===== config.mk =====
export PLATFORM = sky130hd
export DESIGN_NAME = capture_controller
export DESIGN_NICKNAME = d
export VERILOG_FILES = /design/src/rtl/capture_controller.sv
export SDC_FILE = /design/constraint.sdc
export NUM_CORES = 1
export LEC_CHECK = 0
export BUFFER_PORTS_ARGS = -buffer_cell sky130_fd_sc_hd__buf_4
export CAP_MARGIN = 5
export CELL_PAD_IN_SITES_DETAIL_PLACEMENT = 0
export CELL_PAD_IN_SITES_GLOBAL_PLACEMENT = 1
export CORE_MARGIN = 3
export CORE_UTILIZATION = 38
export DETAILED_ROUTE_END_ITERATION = 10
export PLACE_DENSITY = 0.86
export SYNTH_ARGS = -nofsm -noshare
export SYNTH_HDL_FRONTEND = slang
export SYNTH_SLANG_ARGS = --single-unit

===== constraint.sdc =====
create_clock -name clock -period 2.3 [get_ports clock]
set_input_delay 0.115 -clock clock [delete_from_list [all_inputs] [get_ports clock]]
set_output_delay 0.115 -clock clock [all_outputs]
set_load 0.01 [all_outputs]

===== src/rtl/capture_controller.sv =====
// capture_controller: sequences sample capture into memory, counts the
// post-trigger writes, then reads the requested number of words back out
// through the transmitter handshake. Counts run in units of 4 samples.
module capture_controller #(
   parameter int CNT_WIDTH = 18
) (
   input  logic        clock,
   input  logic        reset,
   input  logic        run,
   input  logic        wrSize,
   input  logic [31:0] config_data,
   input  logic        validIn,
   input  logic [31:0] dataIn,
   input  logic        arm,
   input  logic        busy,
   output logic        send,
   output logic [31:0] memoryWrData,
   output logic        memoryRead,
   output logic        memoryWrite,
   output logic        memoryLastWrite
);

   typedef enum logic [2:0] {
      IDLE,
      SAMPLE,
      DELAY,
      READ,
      READWAIT
   } state_t;

   state_t                 state, state_d;
   logic [15:0]            fwd, fwd_d;
   logic [15:0]            bwd, bwd_d;
   logic [CNT_WIDTH-1:0]   counter, counter_d;
   logic [CNT_WIDTH-1:0]   fwd_limit, bwd_limit;
   logic [31:0]            wrdata_d;
   logic                   send_d, read_d, write_d, last_d;

   // Terminal counts: the programmed value with two low bits set.
   assign fwd_limit = CNT_WIDTH'({fwd, 2'b11});
   assign bwd_limit = CNT_WIDTH'({bwd, 2'b11});

   // State register.
   always_ff @(posedge clock or posedge reset) begin
      if (reset) begin
         state <= IDLE;
      end else begin
         state <= state_d;
      end
   end

   // Size registers, counter and registered memory/transmitter outputs.
   always_ff @(posedge clock or posedge reset) begin
      if (reset) begin
         fwd             <= '0;
         bwd             <= '0;
         counter         <= '0;
         send            <= 1'b0;
         memoryRead      <= 1'b0;
         memoryWrite     <= 1'b0;
         memoryLastWrite <= 1'b0;
         memoryWrData    <= '0;
      end else begin
         fwd             <= fwd_d;
         bwd             <= bwd_d;
         counter         <= counter_d;
         send            <= send_d;
         memoryRead      <= read_d;
         memoryWrite     <= write_d;
         memoryLastWrite <= last_d;
         memoryWrData    <= wrdata_d;
      end
   end

   // Next-state and next-output decisions; strobes default low every cycle.
   always_comb begin
      state_d   = state;
      fwd_d     = fwd;
      bwd_d     = bwd;
      counter_d = counter;
      wrdata_d  = memoryWrData;
      send_d    = 1'b0;
      read_d    = 1'b0;
      write_d   = 1'b0;
      last_d    = 1'b0;

      if (wrSize) begin
         fwd_d = config_data[31:16];
         bwd_d = config_data[15:0];
      end

      case (state)
         IDLE: begin
            counter_d = '0;
            if (arm) begin
               state_d = SAMPLE;
            end
         end
         SAMPLE: begin
            wrdata_d = dataIn;
            write_d  = validIn;
            if (run) begin
               counter_d = '0;
               state_d   = DELAY;
            end
         end
         DELAY: begin
            wrdata_d = dataIn;
            if (validIn) begin
               write_d = 1'b1;
               if (counter == fwd_limit) begin
                  last_d    = 1'b1;
                  counter_d = '0;
                  state_d   = READ;
               end else begin
                  counter_d = counter + CNT_WIDTH'(1);
               end
            end
         end
         READ: begin
            read_d  = 1'b1;
            send_d  = 1'b1;
            state_d = READWAIT;
         end
         READWAIT: begin
            // send is still high in the first wait cycle, which gives the
            // transmitter one cycle to raise busy before it is trusted.
            if (!busy && !send) begin
               if (counter == bwd_limit) begin
                  counter_d = '0;
                  state_d   = IDLE;
               end else begin
                  counter_d = counter + CNT_WIDTH'(1);
                  state_d   = READ;
               end
            end
         end
         default: begin
            state_d = IDLE;
         end
      endcase
   end

endmodule


### After elaboration in Yosys (flattened, before gate mapping)

Cells that the tools add are included.

* bits in registers: 88
* latch bits: 0
* RAM bits: 0
* ROM bits: 0
* input bits: 71
* output and inout port bits: 36
* logic and storage cells: 47
* memories: 0

* add/sub/neg operators: 1
* $mul: 0
* div/mod/pow operators: 0
* order comparisons: 0
* equality and inequality tests: 11
* shifts and indexed selects: 0
* mux-type cells: 19
* bitwise logic cells: 0
* reduce and logical (&&, ||, !) cells: 8

Operator list (count)
* 18-bit two-way mux: 5
* 18-bit one-hot mux with 4 select lines: 1
* 18-bit == test: 2
* 18-bit by 1-bit adder with 18-bit output, second input constant: 1
* 3-bit two-way mux: 5
* 3-bit one-hot mux with 5 select lines: 1
* 2-bit != test, second input constant: 5
* 3-bit by 2-bit == test with 1-bit output, second input constant: 2
* 1-bit two-way mux: 5
* 5-bit AND reduction: 1
* 4-bit AND reduction: 1
* 4-bit nonzero test: 1
* 3-bit by 1-bit == test with 1-bit output, second input constant: 1
* 3-bit == test, second input constant: 1
* 3-bit zero test: 1
* 1-bit zero test: 2
* 2-bit two-way mux: 1
* 1-bit one-hot mux with 2 select lines: 1
* 2-bit OR reduction: 1
* 1-bit logical AND: 1

### Longest topological paths before layout

* word-level depth: 4
* mapped depth: 9
* depth with buffers taken out: 7

### Worst setup path before layout

No wires, ideal clock.

* path type: register -> register
* start point: register counter[6]
* end point: register counter[13]
* library setup time: 119 ps
* arrival time: 1620 ps
* required time: 2181 ps
* slack: 561 ps
* cell stages (with the launch flop): 9
* path buffers: 2
* period minus slack after synthesis: 1739 ps
* cells stage by stage: dfrtp_1 buf_6 xor2_1 nor4_1 nand3_1 o21ai_4 and3_4 buf_6 nor2_1

* longest elaborated chain between the ends: 4
* elaborated cells between the ends (all ways): 8
* those cells by class: add/sub: 1; eq/ne: 2; mux: 5

Ends and longest elaborated chain
* from (decl): line 34 `logic [CNT_WIDTH-1:0] counter, counter_d;`
* from (signal assigned): line 66 `counter <= counter_d;`
* 18-bit by 1-bit adder with 18-bit output, or another cell as far along: line 116, 133
* 18-bit two-way mux, on equally long branches: line 129, 111
* 18-bit two-way mux, on equally long branches: line 128, 109
* 18-bit one-hot mux with 4 select lines (*): line 92 `case (state)`

Every way passes the cells marked *; elsewhere a longest branch is shown, timed or not. The select of a mux whose other input is x is not followed.
A chain may end at the register's enable or synchronous reset.

### Worst setup path in the final report

* start point: register counter[6]
* end point: register counter[2]

* longest elaborated chain between the ends: 4
* elaborated cells between the ends (all ways): 7
* those cells by class: eq/ne: 2; mux: 5

Ends and longest elaborated chain (line)
* 18-bit == test, on equally long branches: 129, 111
* 18-bit two-way mux, on equally long branches: 129, 111
* 18-bit two-way mux, on equally long branches: 128, 109
* 18-bit one-hot mux with 4 select lines (*): 92

Marks and branches as above.

==> results.sh <==
export IMPL_route_detailed_wl_per_inst_um=15.61
export IMPL_net_count_after_synthesis=403
export IMPL_clk_path_buf_depth=2
export IMPL_ratio_of_cells_with_drive_above_1_in_the_final_layout_pct=39.96
export IMPL_setup_ws_ns=0.2458
export IMPL_ys_top_cells_by_area="sky130_fd_sc_hd__dfrtp_1, sky130_fd_sc_hd__mux2_2, sky130_fd_sc_hd__xnor2_1"
export IMPL_endpoint_kind="flip-flop"
export IMPL_finish_net_count=565
export IMPL_first_global_vias=3307
export IMPL_cell_chosen_for_the_clock_root="sky130_fd_sc_hd__clkbuf_8"
export IMPL_final_cell_area_sq_mm=0.005823
export IMPL_timing_critical_path_cells="xor2_1 -> nor4_1 -> nand3_1 -> o21ai_4 -> and3_4 -> nor3_1"
export IMPL_dr_total_vias=3105
export IMPL_antenna_diode_count=0
export IMPL_antenna_violating_nets_post_route=0
export IMPL_cp_top_family="simple AND/OR/NAND/NOR gates"
export IMPL_netlist_area_leader_share_pct=53.58
export IMPL_power_leakage_nw=2.602
export IMPL_gp_congestion=0.8510
export IMPL_sequential_cell_area_sq_mm=0.002202
export IMPL_synth_cells_most_frequent="sky130_fd_sc_hd__dfrtp_1, sky130_fd_sc_hd__mux2_2, sky130_fd_sc_hd__xnor2_1, sky130_fd_sc_hd__nor2_1, sky130_fd_sc_hd__xor2_1"
export IMPL_total_cts_buffers=9
export IMPL_die_height_um=110
export IMPL_gr_total_overflow=0
export IMPL_maxClockFrequency_ghz=0.4868
export IMPL_synth_avg_cell_area_sq_um=12.42
export IMPL_cap_violations=0
export IMPL_yosysWarningCount=0
export IMPL_core_sq_mm=0.01042
export IMPL_timing_critical_path_arrival_ns=2.29
export IMPL_cts_tree="done"
export IMPL_cpMaxStageDelayCell="sky130_fd_sc_hd__dfrtp_1"
export IMPL_first_pass_iters=4
export IMPL_hold_viol_final=0
export IMPL_synth_top_area_cell="sky130_fd_sc_hd__dfrtp_1"
export IMPL_clkLatencyLatePin_ns=0.35
export IMPL_worst_hold_path_type="input pin to flip-flop"
export IMPL_asyncSetResetFlopFracSynth_pct=100.0
export IMPL_wl_um=9899
export IMPL_yosys_cell_count_top_type="sky130_fd_sc_hd__dfrtp_1"
export IMPL_post_synth_edffs=0
export IMPL_avgViaCountPerCell=4.897
export IMPL_worst_slew_pin_slew_ns=0.9639
export IMPL_detailed_place_hpwl_um=6818
export IMPL_path_max_fanout=12
export IMPL_critical_path_startpoint_type="flip-flop"
export IMPL_ctsResizeCount=0
export IMPL_criticalPathCategory="flip-flop to flip-flop"
export IMPL_timing_critical_path_buf_inv=0
export IMPL_power_per_cell_area_mw_per_mm2=969.7
export IMPL_dominantRegCellSynth="sky130_fd_sc_hd__dfrtp_1"
export IMPL_post_cts_buffers=0
export IMPL_layout_area_overhead_vs_synth_pct=41.67
export IMPL_multi_input_area_sq_mm=0.001757
export IMPL_die_area_sq_mm=0.01210
export IMPL_io_pins=107
export IMPL_peakVddDrop_uv=595.0
export IMPL_die_width_um=110
export IMPL_grt_antenna_before_repair=0
export IMPL_placementRows=37
export IMPL_max_slew_margin_rel_pct=35.60
export IMPL_post_route_drc_count=0
export IMPL_worst_path_largest_cell_delay_ns=0.49
export IMPL_drtIter0Drc=139
export IMPL_synth_ff_latch_count=88
export IMPL_filler_cell_count=884
export IMPL_fin_crit_sh_pct=89.31
export IMPL_mappedNetlistArea_sq_mm=0.004110
export IMPL_placement_io_buffers=106
export IMPL_synthesis_instances=331
export IMPL_cts_htree_levels=3
export IMPL_synth_seq_area_share_pct=53.58
export IMPL_final_core_util_pct=55.90
export IMPL_clock_sinks=88
export IMPL_place_area_sq_mm=0.004982
export IMPL_slew_viol_final=0
export IMPL_gr_usage_all_layers_pct=16.66
export IMPL_netlist_cell_type_count=40
export IMPL_cts_clk_slew_worst_paths_ns=0.09
export IMPL_fin_skew_ns=0.01371
export IMPL_unrepaired_setup_endpoints_after_global_routing="false"
export IMPL_outcome="finished clean"
export IMPL_final_min_clock_period_ns=2.054
export IMPL_dp_worst_setup_slack_ns=0.2343
export IMPL_worst_ep_required_time_ns=2.53
export IMPL_finalSetupTns_ns=0
export IMPL_setup_violations_final=0
export IMPL_grt_pass1_wl_um=15720
export IMPL_grt_max_degree=44
export IMPL_initial_core_util_pct=39.46
==> kinds of logic (layout without fill, tap and decap cells) <==
group,Yosys count,in the layout,synth area share [%]
buf+inv,25,192,3.957
simple gates,84,84,10.84
fa+ha+maj,1,1,0.3044
mux,65,65,17.78
xor+xnor,43,43,9.163
flops,88,88,53.58
compound gates,25,25,4.384
==> layout by cell type, fill, tap and decap left out, drive strengths merged, types with 3 or more instances in the layout <==
cell type | synthesis | layout
mux2 | 64 | 64
dlygate4sd3 | 0 | 63
nand3b | 3 | 3
xnor2 | 24 | 24
nor3 | 7 | 7
inv | 3 | 5
buf | 19 | 110
nor4b | 3 | 3
or3 | 3 | 3
nor2 | 20 | 20
nand2 | 16 | 16
a21o | 7 | 7
dfrtp | 88 | 88
o21ai | 7 | 7
nor4 | 9 | 9
nand3 | 8 | 8
nand4 | 6 | 6
xor2 | 19 | 19
and2 | 3 | 3
a22oi | 4 | 4
clkbuf | 3 | 10
==> power breakdown <==
| part | total, W | internal, W | leakage [nW] | switching, W |
|---|---|---|---|---|
| combinational | 0.00227 | 0.00126 | 1.42 | 0.00101 |
| sequential | 0.00225 | 0.00196 | 1.08 | 0.000291 |
| clock | 0.00112 | 0.000546 | 0.104 | 0.000577 |
==> metrics by stage <==
stage / std cells / power (W) / hold WS, ns
finish: 634 / 0.005647 / 0.007701
global route: 634 / 0.005961 / 0.002144
CTS: 633 / 0.005687 / 0.0002502
detailed placement: 555 / 0.004474 / 0.3508
global placement: 555 / 0.004399 / 0.3484
floorplan: 331 / 0.003667 / 0.2229
==> final cells by class <==
class,instances,area share (%)
Sequential cell,88,37.82
Multi-Input combinational cell,218,30.17
Timing Repair Buffer,173,25.23
Tap cell,136,2.922
Clock buffer,10,2.364
Clock inverter,6,1.246
Inverter,3,0.2578
==> routing by layer <==
| layer | part of all wire (%) | GRT usage, % | routed length [um] |
|---|---|---|---|
| met5 | 0 | 0 | 0 |
| met4 | 1.9 | 6.322 | 189 |
| met3 | 3.2 | 2.097 | 316 |
| met2 | 54 | 30.03 | 5345 |
| met1 | 41 | 20.23 | 4048 |
==> flip-flops by register name (all words and copies together) (netlist names) <==
register         flops
memoryWrData        32
counter             18
bwd                 16
fwd                 16
state                3
memoryLastWrite      1
memoryRead           1
memoryWrite          1
==> final timing paths <==
kind	start	endpoint	slack, ns	depth (start not counted)
max in group asynchronous	reset	counter[14]	1.07	4
hold / removal	config_data[21]	fwd[5]	0.008	2
setup reg to reg	counter[6]	counter[2]	0.25	6
min in group asynchronous	reset	memoryWrData[19]	0.55	3
setup / recovery	counter[6]	counter[2]	0.25	6
hold reg to reg	memoryWrData[25]	memoryWrData[25]	0.51	1
==> what timing repair did <==
action | CTS | global route
setup endpoints to repair | 0 | 0
endpoints found under the hold margin | 84 | 1
hold buffers | 62 | 1
Note: power is estimated with default switching activity, not from simulation.
